`src/rtl/ex_issue_stage_if.sv`:
```
// ex_issue_stage_if: decode, forwarding and execute signals of the issue stage
interface ex_issue_stage_if #(parameter int DW = 32, parameter int RW = 5);
  logic flush_i;
  logic dec_valid_i;
  logic dec_ready_o;
  logic [14:0] dec_ctrl_i;
  logic [RW-1:0] dec_rs1_i;
  logic [RW-1:0] dec_rs2_i;
  logic [DW-1:0] dec_rs1_data_i;
  logic [DW-1:0] dec_rs2_data_i;
  logic [DW-1:0] dec_pc_i;
  logic [DW-1:0] dec_imm_i;
  logic dec_use_pc_i;
  logic dec_use_imm_i;
  logic [RW-1:0] dec_rd_i;
  logic dec_rd_we_i;
  logic mem_fwd_we_i;
  logic [RW-1:0] mem_fwd_rd_i;
  logic [DW-1:0] mem_fwd_data_i;
  logic mem_fwd_pend_i;
  logic wb_fwd_we_i;
  logic [RW-1:0] wb_fwd_rd_i;
  logic [DW-1:0] wb_fwd_data_i;
  logic ex_valid_o;
  logic ex_ready_i;
  logic [14:0] ex_ctrl_o;
  logic [DW-1:0] ex_data0_o;
  logic [DW-1:0] ex_data1_o;
  logic [DW-1:0] ex_cmp_data0_o;
  logic [DW-1:0] ex_cmp_data1_o;
  logic [RW-1:0] ex_rd_o;
  logic ex_rd_we_o;
  modport master (
    output flush_i, dec_valid_i, dec_ctrl_i, dec_rs1_i, dec_rs2_i, dec_rs1_data_i, dec_rs2_data_i,
           dec_pc_i, dec_imm_i, dec_use_pc_i, dec_use_imm_i, dec_rd_i, dec_rd_we_i,
           mem_fwd_we_i, mem_fwd_rd_i, mem_fwd_data_i, mem_fwd_pend_i,
           wb_fwd_we_i, wb_fwd_rd_i, wb_fwd_data_i, ex_ready_i,
    input  dec_ready_o, ex_valid_o, ex_ctrl_o, ex_data0_o, ex_data1_o,
           ex_cmp_data0_o, ex_cmp_data1_o, ex_rd_o, ex_rd_we_o
  );
  modport slave (
    input  flush_i, dec_valid_i, dec_ctrl_i, dec_rs1_i, dec_rs2_i, dec_rs1_data_i, dec_rs2_data_i,
           dec_pc_i, dec_imm_i, dec_use_pc_i, dec_use_imm_i, dec_rd_i, dec_rd_we_i,
           mem_fwd_we_i, mem_fwd_rd_i, mem_fwd_data_i, mem_fwd_pend_i,
           wb_fwd_we_i, wb_fwd_rd_i, wb_fwd_data_i, ex_ready_i,
    output dec_ready_o, ex_valid_o, ex_ctrl_o, ex_data0_o, ex_data1_o,
           ex_cmp_data0_o, ex_cmp_data1_o, ex_rd_o, ex_rd_we_o
  );
endinterface

```
`src/rtl/ex_issue_stage.sv`:
```
// ex_issue_stage: decode-to-execute register with forwarding, load-use stall and flush; ISSUE_PERF_EN adds issue/stall counters
module ex_issue_stage #(parameter int DW = 32, parameter int RW = 5) (
  input logic clk_i,
  input logic reset_i,
  ex_issue_stage_if.slave bus
`ifdef ISSUE_PERF_EN
  ,
  output logic [31:0] perf_issue_o,
  output logic [31:0] perf_stall_o
`endif
);
  typedef enum logic {EMPTY, FULL} state_t;
  state_t state_q, state_d;
  logic [14:0] ctrl_q, ctrl_d;
  logic [DW-1:0] data0_q, data0_d, data1_q, data1_d, cmp0_q, cmp0_d, cmp1_q, cmp1_d;
  logic [RW-1:0] rd_q, rd_d;
  logic rd_we_q, rd_we_d;
  logic mem_hit1, mem_hit2, wb_hit1, wb_hit2, hz, free, accept;
  logic [DW-1:0] fwd1, fwd2;
  // forwarding (MEM over WB, x0 reads zero), load-use hazard and decode handshake
  always_comb begin
    mem_hit1 = bus.dec_rs1_i != '0 && bus.mem_fwd_we_i && bus.mem_fwd_rd_i == bus.dec_rs1_i;
    mem_hit2 = bus.dec_rs2_i != '0 && bus.mem_fwd_we_i && bus.mem_fwd_rd_i == bus.dec_rs2_i;
    wb_hit1 = bus.wb_fwd_we_i && bus.wb_fwd_rd_i == bus.dec_rs1_i;
    wb_hit2 = bus.wb_fwd_we_i && bus.wb_fwd_rd_i == bus.dec_rs2_i;
    fwd1 = bus.dec_rs1_i == '0 ? '0 : mem_hit1 ? bus.mem_fwd_data_i : wb_hit1 ? bus.wb_fwd_data_i : bus.dec_rs1_data_i;
    fwd2 = bus.dec_rs2_i == '0 ? '0 : mem_hit2 ? bus.mem_fwd_data_i : wb_hit2 ? bus.wb_fwd_data_i : bus.dec_rs2_data_i;
    hz = bus.dec_valid_i && (mem_hit1 || mem_hit2) && bus.mem_fwd_pend_i;
    free = state_q == EMPTY || bus.ex_ready_i;
    bus.dec_ready_o = !reset_i && (bus.flush_i || (free && !hz));
    accept = bus.dec_valid_i && bus.dec_ready_o && !bus.flush_i;
  end
  // next state: flush kills, accept captures, a free slot without accept becomes a bubble, otherwise hold
  always_comb begin
    state_d = state_q;
    ctrl_d = ctrl_q;
    data0_d = data0_q;
    data1_d = data1_q;
    cmp0_d = cmp0_q;
    cmp1_d = cmp1_q;
    rd_d = rd_q;
    rd_we_d = rd_we_q;
    if (bus.flush_i || (free && !accept)) begin
      state_d = EMPTY;
      ctrl_d = '0;
      rd_we_d = 1'b0;
    end else if (accept) begin
      state_d = FULL;
      ctrl_d = bus.dec_ctrl_i;
      data0_d = bus.dec_use_pc_i ? bus.dec_pc_i : fwd1;
      data1_d = bus.dec_use_imm_i ? bus.dec_imm_i : fwd2;
      cmp0_d = fwd1;
      cmp1_d = fwd2;
      rd_d = bus.dec_rd_i;
      rd_we_d = bus.dec_rd_we_i;
    end
  end
  // pipeline register
  always_ff @(posedge clk_i) begin
    if (reset_i) begin
      state_q <= EMPTY;
      ctrl_q <= '0;
      data0_q <= '0;
      data1_q <= '0;
      cmp0_q <= '0;
      cmp1_q <= '0;
      rd_q <= '0;
      rd_we_q <= 1'b0;
    end else begin
      state_q <= state_d;
      ctrl_q <= ctrl_d;
      data0_q <= data0_d;
      data1_q <= data1_d;
      cmp0_q <= cmp0_d;
      cmp1_q <= cmp1_d;
      rd_q <= rd_d;
      rd_we_q <= rd_we_d;
    end
  end
  assign bus.ex_valid_o = state_q == FULL;
  assign bus.ex_ctrl_o = ctrl_q;
  assign bus.ex_data0_o = data0_q;
  assign bus.ex_data1_o = data1_q;
  assign bus.ex_cmp_data0_o = cmp0_q;
  assign bus.ex_cmp_data1_o = cmp1_q;
  assign bus.ex_rd_o = rd_q;
  assign bus.ex_rd_we_o = rd_we_q;
`ifdef ISSUE_PERF_EN
  logic [31:0] issue_q, issue_d, stall_q, stall_d;
  // issue and stall counters, wrapping, untouched by flush
  always_comb begin
    issue_d = issue_q + 32'(accept);
    stall_d = stall_q + 32'(hz && !bus.flush_i);
  end
  // counter registers
  always_ff @(posedge clk_i) begin
    if (reset_i) begin
      issue_q <= '0;
      stall_q <= '0;
    end else begin
      issue_q <= issue_d;
      stall_q <= stall_d;
    end
  end
  assign perf_issue_o = issue_q;
  assign perf_stall_o = stall_q;
`endif
endmodule

```
`src/flat_wrapper.sv`:
```
// flat-port wrapper written by rule: the top's interface ports become plain ports
module ex_issue_stage_flat 
#(parameter int DW = 32, parameter int RW = 5)
  (clk_i, reset_i, bus_flush_i, bus_dec_valid_i, bus_dec_ctrl_i, bus_dec_rs1_i, bus_dec_rs2_i, bus_dec_rs1_data_i, bus_dec_rs2_data_i, bus_dec_pc_i, bus_dec_imm_i, bus_dec_use_pc_i, bus_dec_use_imm_i, bus_dec_rd_i, bus_dec_rd_we_i, bus_mem_fwd_we_i, bus_mem_fwd_rd_i, bus_mem_fwd_data_i, bus_mem_fwd_pend_i, bus_wb_fwd_we_i, bus_wb_fwd_rd_i, bus_wb_fwd_data_i, bus_ex_ready_i, bus_dec_ready_o, bus_ex_valid_o, bus_ex_ctrl_o, bus_ex_data0_o, bus_ex_data1_o, bus_ex_cmp_data0_o, bus_ex_cmp_data1_o, bus_ex_rd_o, bus_ex_rd_we_o);
  ex_issue_stage_if #(.DW(DW), .RW(RW)) bus_i ();
  input logic clk_i;
  input logic reset_i;
  input wire logic [$bits(bus_i.flush_i)-1:0] bus_flush_i;
  input wire logic [$bits(bus_i.dec_valid_i)-1:0] bus_dec_valid_i;
  input wire logic [$bits(bus_i.dec_ctrl_i)-1:0] bus_dec_ctrl_i;
  input wire logic [$bits(bus_i.dec_rs1_i)-1:0] bus_dec_rs1_i;
  input wire logic [$bits(bus_i.dec_rs2_i)-1:0] bus_dec_rs2_i;
  input wire logic [$bits(bus_i.dec_rs1_data_i)-1:0] bus_dec_rs1_data_i;
  input wire logic [$bits(bus_i.dec_rs2_data_i)-1:0] bus_dec_rs2_data_i;
  input wire logic [$bits(bus_i.dec_pc_i)-1:0] bus_dec_pc_i;
  input wire logic [$bits(bus_i.dec_imm_i)-1:0] bus_dec_imm_i;
  input wire logic [$bits(bus_i.dec_use_pc_i)-1:0] bus_dec_use_pc_i;
  input wire logic [$bits(bus_i.dec_use_imm_i)-1:0] bus_dec_use_imm_i;
  input wire logic [$bits(bus_i.dec_rd_i)-1:0] bus_dec_rd_i;
  input wire logic [$bits(bus_i.dec_rd_we_i)-1:0] bus_dec_rd_we_i;
  input wire logic [$bits(bus_i.mem_fwd_we_i)-1:0] bus_mem_fwd_we_i;
  input wire logic [$bits(bus_i.mem_fwd_rd_i)-1:0] bus_mem_fwd_rd_i;
  input wire logic [$bits(bus_i.mem_fwd_data_i)-1:0] bus_mem_fwd_data_i;
  input wire logic [$bits(bus_i.mem_fwd_pend_i)-1:0] bus_mem_fwd_pend_i;
  input wire logic [$bits(bus_i.wb_fwd_we_i)-1:0] bus_wb_fwd_we_i;
  input wire logic [$bits(bus_i.wb_fwd_rd_i)-1:0] bus_wb_fwd_rd_i;
  input wire logic [$bits(bus_i.wb_fwd_data_i)-1:0] bus_wb_fwd_data_i;
  input wire logic [$bits(bus_i.ex_ready_i)-1:0] bus_ex_ready_i;
  output wire logic [$bits(bus_i.dec_ready_o)-1:0] bus_dec_ready_o;
  output wire logic [$bits(bus_i.ex_valid_o)-1:0] bus_ex_valid_o;
  output wire logic [$bits(bus_i.ex_ctrl_o)-1:0] bus_ex_ctrl_o;
  output wire logic [$bits(bus_i.ex_data0_o)-1:0] bus_ex_data0_o;
  output wire logic [$bits(bus_i.ex_data1_o)-1:0] bus_ex_data1_o;
  output wire logic [$bits(bus_i.ex_cmp_data0_o)-1:0] bus_ex_cmp_data0_o;
  output wire logic [$bits(bus_i.ex_cmp_data1_o)-1:0] bus_ex_cmp_data1_o;
  output wire logic [$bits(bus_i.ex_rd_o)-1:0] bus_ex_rd_o;
  output wire logic [$bits(bus_i.ex_rd_we_o)-1:0] bus_ex_rd_we_o;
  assign bus_i.flush_i = bus_flush_i;
  assign bus_i.dec_valid_i = bus_dec_valid_i;
  assign bus_i.dec_ctrl_i = bus_dec_ctrl_i;
  assign bus_i.dec_rs1_i = bus_dec_rs1_i;
  assign bus_i.dec_rs2_i = bus_dec_rs2_i;
  assign bus_i.dec_rs1_data_i = bus_dec_rs1_data_i;
  assign bus_i.dec_rs2_data_i = bus_dec_rs2_data_i;
  assign bus_i.dec_pc_i = bus_dec_pc_i;
  assign bus_i.dec_imm_i = bus_dec_imm_i;
  assign bus_i.dec_use_pc_i = bus_dec_use_pc_i;
  assign bus_i.dec_use_imm_i = bus_dec_use_imm_i;
  assign bus_i.dec_rd_i = bus_dec_rd_i;
  assign bus_i.dec_rd_we_i = bus_dec_rd_we_i;
  assign bus_i.mem_fwd_we_i = bus_mem_fwd_we_i;
  assign bus_i.mem_fwd_rd_i = bus_mem_fwd_rd_i;
  assign bus_i.mem_fwd_data_i = bus_mem_fwd_data_i;
  assign bus_i.mem_fwd_pend_i = bus_mem_fwd_pend_i;
  assign bus_i.wb_fwd_we_i = bus_wb_fwd_we_i;
  assign bus_i.wb_fwd_rd_i = bus_wb_fwd_rd_i;
  assign bus_i.wb_fwd_data_i = bus_wb_fwd_data_i;
  assign bus_i.ex_ready_i = bus_ex_ready_i;
  assign bus_dec_ready_o = bus_i.dec_ready_o;
  assign bus_ex_valid_o = bus_i.ex_valid_o;
  assign bus_ex_ctrl_o = bus_i.ex_ctrl_o;
  assign bus_ex_data0_o = bus_i.ex_data0_o;
  assign bus_ex_data1_o = bus_i.ex_data1_o;
  assign bus_ex_cmp_data0_o = bus_i.ex_cmp_data0_o;
  assign bus_ex_cmp_data1_o = bus_i.ex_cmp_data1_o;
  assign bus_ex_rd_o = bus_i.ex_rd_o;
  assign bus_ex_rd_we_o = bus_i.ex_rd_we_o;
  ex_issue_stage #(.DW(DW), .RW(RW)) u_core (.clk_i(clk_i), .reset_i(reset_i), .bus(bus_i));
endmodule
```
`config.mk`:
```
export PLATFORM = sky130hd
export DESIGN_NAME = ex_issue_stage_flat
export DESIGN_NICKNAME = d
export VERILOG_FILES = /design/src/rtl/ex_issue_stage_if.sv /design/src/rtl/ex_issue_stage.sv /design/src/flat_wrapper.sv
export SDC_FILE = /design/constraint.sdc
export NUM_CORES = 1
export LEC_CHECK = 0
export CORE_AREA = 2 2 152 154
export DETAILED_ROUTE_END_ITERATION = 10
export DIE_AREA = 0 0 154 156
export DONT_BUFFER_PORTS = 1
export GPL_TIMING_DRIVEN = 0
export PLACE_DENSITY = 0.61
export SYNTH_ARGS = -nofsm -noshare
export SYNTH_HDL_FRONTEND = slang
export SYNTH_SLANG_ARGS = --single-unit
```
`constraint.sdc`:
```
create_clock -name clk_i -period 3.4 [get_ports clk_i]
set_input_delay 0.17 -clock clk_i [delete_from_list [all_inputs] [get_ports clk_i]]
set_output_delay 0.17 -clock clk_i [all_outputs]
set_load 0.005 [all_outputs]
```
# After elaboration in Yosys (flattened, before gate mapping)
# Cells that the tools add are included.
[classes]
eq_ne = 4
muxes = 8
bitwise = 2
reduce_logical = 27
[ops]
columns = ["op", "n"]
rows = [
  ["32-bit 2-to-1 mux", 8],
  ["5-bit equality test", 4],
  ["1-bit logical AND", 13],
  ["5-bit logical NOT", 2],
  ["5-bit nonzero test", 2],
  ["1-bit logical NOT", 4],
  ["1-bit logical OR", 4],
  ["1-bit NOT", 2],
  ["2-bit AND reduction", 1],
  ["2-bit OR reduction", 1],
]
[word_totals]
register_bits = 150
in_bits = 243
output_inout_bits = 151
word_cells = 49

# Longest topological paths before layout
# Gate-level depths: netlist (run 1).
[depth]
depth_word = 17
mapped_depth = 10
mapped_depth_nobuf = 6

# Least setup slack after synthesis (run 1)
# No wires, ideal clock.
[synth_timing]
path_kind = "input to register"
from = "input port bus_dec_rs1_i[0]"
to = "register u_core.data1_q[26], in the netlist u_core.bus.ex_data1_o[26]"
setup_ps = 122
t_arrival_ps = 2087
required_ps = 3278
setup_slack_ps = 1192
stages = 9
path_buffers = 3
cell_sequence = "or4_4 -> o211ai_4 -> or2_1 -> buf_4 -> a21o_1 -> buf_2 -> a21oi_2 -> buf_2 -> a221o_1"
[synth_via]
elab_chain_len = 17
elab_cells_between_ends = 18
classes_between = "eq/ne: 1; bitwise: 1; reduce/logical: 16"
[synth_lines]
columns = ["element", "line", "rtl"]
rows = [
  ["start, declared", "flat_wrapper.sv:11", "input wire logic [$bits(bus_i.dec_rs1_i)-1:0] bus_dec_rs1_i;"],
  ["5-bit nonzero test", "ex_issue_stage.sv:22", "mem_hit1 = bus.dec_rs1_i != '0 && bus.mem_fwd_we_i && bus.mem_fwd_rd_i == bus.dec_rs1_i;"],
  ["1-bit logical AND", "ex_issue_stage.sv:22", ""],
  ["1-bit logical AND *", "ex_issue_stage.sv:22", ""],
  ["1-bit logical OR *", "ex_issue_stage.sv:28", "hz = bus.dec_valid_i && (mem_hit1 || mem_hit2) && bus.mem_fwd_pend_i;"],
  ["1-bit logical AND * (2 in series)", "ex_issue_stage.sv:28", ""],
  ["1-bit logical NOT *", "ex_issue_stage.sv:30", "bus.dec_ready_o = !reset_i && (bus.flush_i || (free && !hz));"],
  ["1-bit logical AND *", "ex_issue_stage.sv:30", ""],
  ["1-bit logical OR *", "ex_issue_stage.sv:30", ""],
  ["1-bit logical AND *", "ex_issue_stage.sv:30", ""],
  ["1-bit logical AND * (2 in series)", "ex_issue_stage.sv:31", "accept = bus.dec_valid_i && bus.dec_ready_o && !bus.flush_i;"],
  ["1-bit logical NOT", "ex_issue_stage.sv:43", "if (bus.flush_i || (free && !accept)) begin"],
  ["1-bit logical AND", "ex_issue_stage.sv:43", ""],
  ["1-bit logical OR", "ex_issue_stage.sv:43", ""],
  ["1-bit NOT (no source line)", "n/a", ""],
  ["2-bit AND reduction (no source line) *", "n/a", ""],
  ["end signal, assigned", "ex_issue_stage.sv:73", "data1_q <= data1_d;"],
  ["end, declared", "ex_issue_stage.sv:15", "logic [DW-1:0] data0_q, data0_d, data1_q, data1_d, cmp0_q, cmp0_d, cmp1_q, cmp1_d;"],
]
# Mark *: on every way between the ends. The rest lies on a longest branch, timed or not.
# A chain may end at the register's enable or synchronous reset.

# Worst setup path in the final report (run 1)
[layout_timing]
from = "register u_core.state_q, in the netlist u_core.bus.ex_valid_o"
to = "register u_core.data1_q[15], in the netlist u_core.bus.ex_data1_o[15]"
[layout_via]
elab_chain_len = 12
[layout_lines]
columns = ["element", "line", "rtl"]
rows = [
  ["start, declared", "ex_issue_stage.sv:13", "state_t state_q, state_d;"],
  ["start signal, assigned", "ex_issue_stage.sv:70", "state_q <= state_d;"],
  ["1-bit NOT *", "ex_issue_stage.sv:29", "free = state_q == EMPTY || bus.ex_ready_i;"],
  ["1-bit logical OR *", "ex_issue_stage.sv:29", ""],
  ["1-bit logical AND", "ex_issue_stage.sv:30", ""],
  ["1-bit logical OR", "ex_issue_stage.sv:30", ""],
  ["1-bit logical AND", "ex_issue_stage.sv:30", ""],
  ["1-bit logical AND (2 in series)", "ex_issue_stage.sv:31", ""],
  ["1-bit logical NOT", "ex_issue_stage.sv:43", ""],
  ["1-bit logical AND", "ex_issue_stage.sv:43", ""],
  ["1-bit logical OR", "ex_issue_stage.sv:43", ""],
  ["1-bit NOT (no source line)", "n/a", ""],
  ["2-bit AND reduction (no source line) *", "n/a", ""],
]
# Marked as above.

==> metrics.md, run 1 <==
| Metric | Value |
|---|---|
| GRT Total Usage | `0.318` |
| Pre-CTS WS | `between 0.15 and 0.2 ns` |
| Routed vias/inst | `about 6.5` |
| CTS root buf | `clkbuf_16` |
| Number of global-route vias before repair | `8144` |
| Worst IR Drop VDD | `between 0.2 and 0.3 mV` |
| Met1 GRT Util | `0.391` |
| Initial antenna violation count | `1` |
| CTS tree | `yes` |
| Hold Worst Slack | `0.0301 ns` |
| Initial core utilization | `0.347` |
| WS Path Type | `reg -> reg` |
| DIE WIDTH | `about 150 um` |
| Power Density | `approximately 450 nW/um^2` |
| CP required | `roughly 3.8 ns` |
| Crit. End Element | `register` |
| Die H | `approximately 160 um` |
| Max-Cap Viols | `0` |
| DRT antenna net count | `0` |
| Placed inst area | `between 8000 and 9000 um^2` |
| Max clock buf depth | `2` |
| Fin nets | `about 1300` |
| # setup viols final | `0` |
| FF+latch area | `between 3000 and 4000 um^2` |
| Final WL | `approximately 40 mm` |
| Gpl congestion | `about 0.96` |
| Worst slew margin | `0.350` |
| CP Max Fanout | `10` |
| Cell area after synthesis | `7770 um^2` |
| Synth-to-Final Area Change | `23.0%` |
| Post-CTS sizing | `0` |
| F_max | `335 MHz` |
| Skew-Pair Late Insertion Delay | `0.43 ns` |
| Vias after detailed routing | `between 8000 and 9000` |
| CTS Buf Count | `17` |
| Fin crit period | `slightly below 3 ns` |
| Final worst path period share | `0.878` |
| Yosys reg bits | `150` |
| Largest net degree at the start of global routing | `17` |
| DRC errors left | `0` |
| Global route overflow | `0` |
| TNS Setup | `0 ns` |
| IO Port Bufs | `0` |
| Core box area | `between 20000 and 25000 um^2` |
| DR iter-0 viols | `approximately 1000` |
| Met3 usage | `0.104` |
| Top Usage Layer GRT | `met2` |
| RSZ-0062 raised after global routing | `false` |
| Final slew viol count | `0` |
| Fill cell count | `between 2000 and 2500` |
| Cell variety after synth | `39` |
| Net Count, Synth | `about 1200` |
| Worst-Margin Slew | `0.975 ns` |
| CTS sink cnt | `150` |
| Register clock-pin slew on the reported worst setup and hold paths | `0.07 ns` |
| Dpl hpwl | `31.4 mm` |
| Ys Warns | `0` |
| Seq/Total Area, Yosys | `0.387` |
| Setup crit start kind | `register` |
| Wire per inst | `around 30 um` |
| Final WS setup | `about 0.42 ns` |
| First-pass GRT wire length | `around 56 mm` |
| Average cell area after synthesis | `about 8.4 um^2` |
| Multi-input logic area | `about 4300 um^2` |
| Hold Crit Class | `in -> reg` |
| I/O pin cnt | `394` |
| Pleak | `between 3 and 4 nW` |
| Hold Vio Cnt, Final | `0` |
| Layout cell share with drive strength beyond 1 | `0.0785` |
| DR pass1 iterations | `7` |
| Std-Cell Rows | `55` |
| Fin area | `about 9600 um^2` |
| WP data arrival | `about 3.4 ns` |
| Synth Instances | `~900` |
| Clock skew | `around 0.0053 ns` |
| Run status | `completed` |
| Postcts setup bufs | `0` |
| GRT met2 Usage | `0.528` |
| H-tree level count | `4` |
| Die area | `between 20000 and 25000 um^2` |
[power by group]
part | internal, mW | switching [mW] | leakage [nW] | total (mW)
Combinational | 0.227 | 0.288 | 1.90 | 0.515
Sequential | 1.85 | 0.0797 | 1.22 | 1.93
Clock | 0.976 | 0.873 | 0.278 | 1.85
Total | 3.05 | 1.24 | 3.40 | 4.29
[area by class of cell]
cell class              instances  area share
flip-flops and latches        150       0.314
diodes                          1    0.000262
plain buffers                 110      0.0525
clock inverters                14      0.0124
clock buffers                  18      0.0460
repair buffers                 87      0.0907
multi-input cells             666       0.446
well taps                     285      0.0373
[registers in the layout, indices dropped and copies added, names as in the netlist]
signal and flops:
u_core.bus.ex_valid_o 1, u_core.bus.ex_ctrl_o 15, u_core.bus.ex_data0_o 32, u_core.bus.ex_rd_we_o 1
u_core.bus.ex_cmp_data1_o 32, u_core.bus.ex_cmp_data0_o 32, u_core.bus.ex_data1_o 32, u_core.bus.ex_rd_o 5
[metal layers]
metal | wire length (um) | vias up
met1 | 15600 | 4083
met4 | 1340 | 0
met2 | 18600 | 615
li1 | - | 3834
met3 | 4590 | 105
met5 | 0 | -
[path summary, 6_finish.rpt]
path,startpoint,cells past startpoint,to,slack (ns)
worst max-delay path,u_core.bus.ex_valid_o$_SDFFE_PP0P_,8,u_core.bus.ex_data1_o[15]$_SDFFE_PP0P_,0.42
worst min-delay path,bus_ex_ready_i,2,u_core.bus.ex_valid_o$_SDFFE_PP0P_,0.03
worst max register to register,u_core.bus.ex_valid_o$_SDFFE_PP0P_,8,u_core.bus.ex_data1_o[15]$_SDFFE_PP0P_,0.42
worst min register to register,u_core.bus.ex_cmp_data1_o[13]$_SDFFE_PP0P_,2,u_core.bus.ex_cmp_data1_o[13]$_SDFFE_PP0P_,0.50
[cells by family (layout without fill, tap and decap cells)]
family / Yosys count / count (layout) / synth area share
xor+xnor: 20 / 20 / 0.0226
flops: 150 / 150 / 0.387
buf+inv: 110 / 229 / 0.0646
simple gates: 293 / 293 / 0.217
other cells: 0 / 1 / 0
compound gates: 353 / 353 / 0.309
[cell usage in the layout (no fill, tap or decap), drive strengths merged, types with 3 or more instances in the layout]
cell / Yosys / routed
inv: 0 / 6
a22o: 16 / 16
or2: 4 / 4
clkinv: 0 / 7
and2: 3 / 3
or4: 50 / 50
nor2: 53 / 53
a31o: 16 / 16
and3: 50 / 50
nand2: 6 / 6
nand3: 21 / 21
xor2: 4 / 4
a221o: 64 / 64
a211oi: 49 / 49
o21ai: 133 / 133
xnor2: 16 / 16
clkbuf: 81 / 100
a21oi: 56 / 56
nand4: 3 / 3
nor4: 49 / 49
o31ai: 16 / 16
dfxtp: 150 / 150
nor2b: 16 / 16
buf: 29 / 29
dlygate4sd3: 0 / 86
nor3: 33 / 33
[synthesized netlist by cell type]
| master | count | area share |
|---|---|---|
| a22o_1 | 16 | 0.018 |
| o21ai_0 | 133 | 0.086 |
| nand2b_1 | 1 | 0.00081 |
| nor2b_1 | 16 | 0.013 |
| nand3b_1 | 1 | 0.00097 |
| buf_4 | 4 | 0.0039 |
| nor3b_1 | 1 | 0.00097 |
| a21o_1 | 1 | 0.00097 |
| nor2_1 | 53 | 0.026 |
| buf_1 | 1 | 0.00048 |
| xnor2_1 | 16 | 0.018 |
| nand4_1 | 3 | 0.0024 |
| nor3_1 | 33 | 0.021 |
| and2_0 | 1 | 0.00081 |
| buf_6 | 7 | 0.010 |
| buf_2 | 17 | 0.011 |
| and4_1 | 1 | 0.0011 |
| nand3_1 | 21 | 0.014 |
| a31o_2 | 16 | 0.018 |
| nor4_1 | 49 | 0.039 |
| a221o_1 | 64 | 0.082 |
| dfxtp_1 | 150 | 0.39 |
| or2_2 | 1 | 0.00081 |
| a211oi_1 | 49 | 0.047 |
| a21oi_1 | 54 | 0.035 |
| o31ai_1 | 16 | 0.015 |
| or3_1 | 1 | 0.00081 |
| a21oi_2 | 2 | 0.0023 |
| clkbuf_1 | 81 | 0.039 |
| or2_0 | 1 | 0.00081 |
| and3_1 | 50 | 0.040 |
| nand2_1 | 6 | 0.0029 |
| or2_1 | 2 | 0.0016 |
| o211ai_1 | 1 | 0.00097 |
| or4_1 | 49 | 0.047 |
| or4_4 | 1 | 0.0014 |
| xor2_1 | 4 | 0.0045 |
| o211ai_4 | 1 | 0.0027 |
| and2_1 | 2 | 0.0016 |
[repair_timing]
action / 4_1_cts / 5_1_grt
endpoints found under the setup margin: 0 / 0
hold buffers: 86 / 0
hold endpoints to repair: 86 / 0
[worst max-delay path: stages, from the launching register on]
cell,delay [ns]
dfxtp_1,0.33
nand2b_1,0.14
nor3b_1,0.27
and2_1,0.16
clkbuf_1,0.51
nand3b_1,0.47
clkbuf_1,0.35
nor4_1,0.49
a221o_1,0.19
[stage by stage]
| stage | power (mW) | util | std cells |
|---|---|---|---|
| 2_1_floorplan | 2.23 | - | 926 |
| 3_3_place_gp | 2.37 | 0.363 | 1211 |
| 3_5_place_dp | 2.38 | 0.363 | 1211 |
| 4_1_cts | 4.28 | 0.427 | 1329 |
| 5_1_grt | 4.42 | 0.427 | 1331 |
| 6_report | 4.29 | 0.427 | 1331 |
(Power assumes the default switching activity.)
==> run 2: changes to the inputs <==
--- a/config.mk
+++ b/config.mk
@@ -5,12 +5,14 @@
 export SDC_FILE = /design/constraint.sdc
 export NUM_CORES = 1
 export LEC_CHECK = 0
-export CORE_AREA = 2 2 152 154
+export CELL_PAD_IN_SITES_DETAIL_PLACEMENT = 1
+export CELL_PAD_IN_SITES_GLOBAL_PLACEMENT = 2
+export CORE_AREA = 2 2 153 155
 export DETAILED_ROUTE_END_ITERATION = 10
-export DIE_AREA = 0 0 154 156
+export DIE_AREA = 0 0 155 157
 export DONT_BUFFER_PORTS = 1
 export GPL_TIMING_DRIVEN = 0
-export PLACE_DENSITY = 0.61
+export PLACE_DENSITY = 0.91
 export SYNTH_ARGS = -nofsm -noshare
 export SYNTH_HDL_FRONTEND = slang
 export SYNTH_SLANG_ARGS = --single-unit
==> run 2 against run 1 <==
Against the previous run: combinational power rose by 0.8%; sequential cell count did not move; die area rose by 1.3%; first-iteration DRC count fell by 40%; total power rose by 1.4%; non-clock buffer count fell by 1; register-to-register slack barely moved; via count rose by 0.83%; critical path type unchanged; clock-buffer cell count did not move; sequential share of layout area fell by 0.074 points; final cell count rose by 0.23%; critical path depth did not move.
==> metrics.md, run 2 (same netlist as run 1, synthesis figures left out) <==
| Metric | Value |
|---|---|
| Run status | `completed` |
| Pre-CTS WS | `~0.26 ns` |
| FF+latch area | `about 3000 um^2` |
| Multi-input logic area | `between 4000 and 5000 um^2` |
| Number of global-route vias before repair | `roughly 8600` |
| Setup crit start kind | `register` |
| Layout cell share with drive strength beyond 1 | `0.0776` |
| CTS tree | `yes` |
| First-pass GRT wire length | `a little under 60 mm` |
| Final worst path period share | `0.875` |
| GRT Total Usage | `0.334` |
| Initial antenna violation count | `4` |
| Final WL | `roughly 42 mm` |
| RSZ-0062 raised after global routing | `false` |
| Most numerous cell on the critical path | `clkbuf_1` |
| CTS sink cnt | `150` |
| Cells along the critical path | `nand2b_1 -> nor3b_1 -> and2_1 -> clkbuf_1 -> nand3b_1 -> clkbuf_1 -> nor4_1 -> a221o_1` |
| Worst slew margin | `0.264` |
| Die area | `roughly 24000 um^2` |
| Wire per inst | `between 30 and 40 um` |
| DR pass1 iterations | `5` |
| Total power draw | `roughly 4.4 mW` |
| Critical path buffer and inverter count | `2` |
| Synth-to-Final Area Change | `23.2%` |
| Skew-Pair Late Insertion Delay | `about 0.44 ns` |
| DRT antenna net count | `0` |
| CP delay by family, top | `simple AND/OR/NAND/NOR gates` |
| Gpl congestion | `around 0.9` |
| DR iter-0 viols | `628` |
| I/O pin cnt | `394` |
| Fin crit period | `2.98 ns` |
| Max-Cap Viols | `0` |
| CTS root buf | `clkbuf_16` |
| Most common cell after layout, fill and taps aside | `dfxtp_1` |
| Postcts setup bufs | `0` |
| Initial core utilization | `0.345` |
| Register clock-pin slew on the reported worst setup and hold paths | `around 0.07 ns` |
| IO Port Bufs | `0` |
| Worst IR Drop VDD | `roughly 0.21 mV` |
| DRC errors left | `0` |
| Final slew viol count | `0` |
| Global route overflow | `0` |
| Hold Vio Cnt, Final | `0` |
| Placed cells | `1211` |
| # setup viols final | `0` |
| F_max | `336 MHz` |
| Clock skew | `0.0122 ns` |
| Dpl hpwl | `~33 mm` |
| CTS Buf Count | `17` |
| WS Path Type | `reg -> reg` |
| H-tree level count | `4` |
| Worst-Margin Slew | `around 1.1 ns` |
| Hold Crit Class | `in -> reg` |
| Die H | `157 um` |
| Fill cell count | `roughly 2600` |
| Largest net degree at the start of global routing | `17` |
| DIE WIDTH | `155 um` |
| Fin nets | `~1300` |
| Core box area | `between 20000 and 25000 um^2` |
| Crit. End Element | `register` |
| CTS Hold Bufs | `86` |
| Routed vias/inst | `about 6.5` |
| Worst path max stage delay | `between 0.5 and 0.6 ns` |
| Worst path slowest cell | `nor4_1` |
| Vias after detailed routing | `roughly 8700` |
| CP Max Fanout | `10` |
| Final cell count without fillers | `about 1300` |
| WP data arrival | `between 3 and 4 ns` |
| Power Density | `roughly 450 nW/um^2` |
| Finished Core Util | `0.425` |
| Post-CTS sizing | `0` |
| Commonest cells after routing, fill and taps aside | `dfxtp_1, o21ai_0, dlygate4sd3_1` |
| Final WS setup | `0.425 ns` |
| Pleak | `between 3 and 4 nW` |
| Max clock buf depth | `2` |
| Std-Cell Rows | `55` |
| CP required | `3.78 ns` |
-- run 2: cell count changes in the layout (fill, tap and decap cells not counted), sizes merged --
cell | before | now
clkbuf | 100 | 99
clkinv | 7 | 3
clkinvlp | 1 | 4
diode | 1 | 5
bufinv | 0 | 1
-- run 2: area by class of cell --
class,instances,area share
Clock inverter,14,0.0146
Multi-Input combinational cell,666,0.446
Tap cell,285,0.0373
Sequential cell,150,0.314
Timing Repair Buffer,86,0.0899
Antenna cell,5,0.00131
Clock buffer,18,0.0448
Buffer,110,0.0524
-- run 2: per-stage QoR --
step                      instance area, um^2  hold WS (ns)  TNS (ns)
after floorplan                          7770         0.248         0
after global placement                   8120         0.253     -4.49
after detailed placement                 8130         0.259         0
after CTS                                9560       0.00599         0
after global routing                     9560        0.0331         0
final                                    9570        0.0314         0
-- run 2: worst paths after layout --
kind | startpoint | to | slack [ns] | cells after the start
worst max register to register | u_core.bus.ex_valid_o$_SDFFE_PP0P_ | u_core.bus.ex_data1_o[1]$_SDFFE_PP0P_ | 0.42 | 8
worst min register to register | u_core.bus.ex_cmp_data1_o[11]$_SDFFE_PP0P_ | u_core.bus.ex_cmp_data1_o[11]$_SDFFE_PP0P_ | 0.50 | 2
worst max-delay path | u_core.bus.ex_valid_o$_SDFFE_PP0P_ | u_core.bus.ex_data1_o[1]$_SDFFE_PP0P_ | 0.42 | 8
worst min-delay path | bus_ex_ready_i | u_core.bus.ex_valid_o$_SDFFE_PP0P_ | 0.03 | 2
-- run 2: metal layers --
layer	up-vias	wire, um	GRT usage
met1	4265	16400	0.399
met4	4	1270	0.108
met5	-	33	0
li1	3834	-	-
met3	83	4550	0.115
met2	523	20000	0.563
-- run 2: power breakdown --
| group | leakage [nW] | switching (mW) | total (mW) | internal (mW) |
|---|---|---|---|---|
| Sequential | 1.22 | 0.0808 | 1.93 | 1.85 |
| Combinational | 1.89 | 0.291 | 0.519 | 0.227 |
| Clock | 0.268 | 0.877 | 1.90 | 1.03 |
| Total | 3.38 | 1.25 | 4.35 | 3.10 |
==> run 3: changes to the inputs <==
--- a/config.mk
+++ b/config.mk
@@ -12,7 +12,7 @@
 export DIE_AREA = 0 0 155 157
 export DONT_BUFFER_PORTS = 1
 export GPL_TIMING_DRIVEN = 0
-export PLACE_DENSITY = 0.91
+export PLACE_DENSITY_LB_ADDON = 0.2
 export SYNTH_ARGS = -nofsm -noshare
 export SYNTH_HDL_FRONTEND = slang
 export SYNTH_SLANG_ARGS = --single-unit
==> run 3 against run 2 <==
Against the previous run: critical path depth did not move; sequential cell count did not move; combinational power barely moved; register-to-register slack improved by 0.05 ns; global-route usage rose by 1.0 points; total power fell by 0.18%; clock-buffer cell count did not move; routed wire length rose by 1.5%; clock skew fell by 0.0019 ns; die area did not move; largest cell class unchanged; largest power group unchanged.
==> metrics.md, run 3 (same netlist as run 1, synthesis figures left out) <==
| Metric | Value |
|---|---|
| Final cell count without fillers | `about 1300` |
| Layout cell share with drive strength beyond 1 | `0.0776` |
| Total power draw | `about 4.3 mW` |
| CTS Hold Bufs | `86` |
| Clock Power Share | `0.437` |
| Fin nets | `between 1000 and 1500` |
| Postcts setup bufs | `0` |
| Final worst path period share | `0.861` |
| IO Port Bufs | `0` |
| Final slew viol count | `0` |
| I/O pin cnt | `between 300 and 400` |
| Worst-Margin Slew | `roughly 1.3 ns` |
| Reg2reg path depth | `8` |
| GRT Total Usage | `0.344` |
| Final WL | `42.9 mm` |
| Synth-to-Final Area Change | `23.1%` |
| Fin area | `~9600 um^2` |
| Largest net degree at the start of global routing | `17` |
| Number of global-route vias before repair | `8865` |
| Sw frac | `0.286` |
| Hold Crit Class | `in -> reg` |
| Gpl congestion | `0.908` |
| Commonest cells after routing, fill and taps aside | `dfxtp_1, o21ai_0, dlygate4sd3_1` |
| Routed vias/inst | `6.46` |
| Core box area | `~23000 um^2` |
| Placed cells | `between 1000 and 1500` |
| Most common cell after layout, fill and taps aside | `dfxtp_1` |
| Post-CTS sizing | `0` |
| Wire per inst | `32.3 um` |
| CTS root buf | `clkbuf_16` |
| R2R setup slack | `between 0.4 and 0.5 ns` |
| TNS Setup | `0 ns` |
| CP required | `3.78 ns` |
| Pleak | `around 3.4 nW` |
| DIE WIDTH | `155 um` |
| WS Path Type | `reg -> reg` |
| CTS Buf Count | `17` |
| Skew-Pair Late Insertion Delay | `0.44 ns` |
| DRT antenna net count | `0` |
| Max-Cap Viols | `0` |
| Crit. End Element | `register` |
| DRC errors left | `0` |
| Initial antenna violation count | `5` |
| Hold Vio Cnt, Final | `0` |
| RSZ-0062 raised after global routing | `false` |
| Fin crit period | `about 3 ns` |
| Die area | `between 20000 and 25000 um^2` |
| Hold Path Depth | `2` |
| Placed inst area | `about 8100 um^2` |
| Vias after detailed routing | `roughly 8600` |
| Global route overflow | `0` |
| Std-Cell Rows | `between 50 and 60` |
| Setup crit start kind | `register` |
| # setup viols final | `0` |
| Clock skew | `a little over 0.01 ns` |
| Run status | `completed` |
| H-tree level count | `4` |
| Initial core utilization | `0.345` |
| Power Density | `454 nW/um^2` |
| P_int | `3.10 mW` |
| Reg power frac | `0.443` |
| CTS tree | `yes` |
| P_sw | `between 1 and 1.5 mW` |
| Worst slew margin | `0.166` |
| WP data arrival | `~3.3 ns` |
| F_max | `roughly 340 MHz` |
| Register clock-pin slew on the reported worst setup and hold paths | `~0.07 ns` |
| DR iter-0 viols | `573` |
| First-pass GRT wire length | `roughly 61 mm` |
| Dpl hpwl | `33.6 mm` |
| Logic pwr share | `0.120` |
| CP Max Fanout | `10` |
| DR pass1 iterations | `5` |
| CTS sink cnt | `150` |
| Die H | `approximately 160 um` |
| Max clock buf depth | `2` |
| Worst IR Drop VDD | `a little over 0.3 mV` |
-- run 3: cell types whose count changed in the layout (fill, tap and decap cells not counted), sizes merged --
cell,before,now
diode,5,2
inv,6,7
clkinvlp,4,3
-- run 3: cell type report --
cell class | instances | area [um^2]
clock inverters | 14 | 138
fillers | 2665 | 12900
clock buffers | 18 | 429
plain buffers | 110 | 502
repair buffers | 86 | 861
multi-input cells | 666 | 4270
flip-flops and latches | 150 | 3000
diodes | 2 | 5.00
well taps | 285 | 357
-- run 3: path summary, 6_finish.rpt --
kind,from,end
hold / removal,bus_ex_ready_i,u_core.bus.ex_valid_o$_SDFFE_PP0P_
setup reg to reg,u_core.bus.ex_valid_o$_SDFFE_PP0P_,u_core.bus.ex_data1_o[10]$_SDFFE_PP0P_
hold reg to reg,u_core.bus.ex_cmp_data1_o[6]$_SDFFE_PP0P_,u_core.bus.ex_cmp_data1_o[6]$_SDFFE_PP0P_
setup / recovery,u_core.bus.ex_valid_o$_SDFFE_PP0P_,u_core.bus.ex_data1_o[10]$_SDFFE_PP0P_
-- run 3: worst max-delay path, stage by stage (launching register included) --
cell	delay, ns
dfxtp_1	0.33
nand2b_1	0.14
nor3b_1	0.26
and2_1	0.17
clkbuf_1	0.43
nand3b_1	0.38
clkbuf_1	0.37
nor4_1	0.61
a221o_1	0.19
-- run 3: per-stage QoR --
step,util,setup slack [ns],hold WS [ns]
after detailed placement,0.361,0.148,0.257
final,0.425,0.473,0.0276
after global placement,0.361,0.00535,0.260
after CTS,0.425,0.508,0.0113
after floorplan,-,1.19,0.248
after global routing,0.425,0.258,0.0408
-- run 3: metal layers --
layer	track usage	wire [um]
met1	0.407	16800
met2	0.580	20300
met3	0.116	4420
met4	0.124	1320
met5	0	33
-- run 3: power by group through the flow --
stage,clock network (mW),registers (mW),logic [mW]
global route,2.00,1.93,0.564
global placement,0,1.96,0.419
floorplan,0,1.94,0.298
CTS,1.91,1.92,0.511
detailed placement,0,1.96,0.427
finish,1.90,1.93,0.522
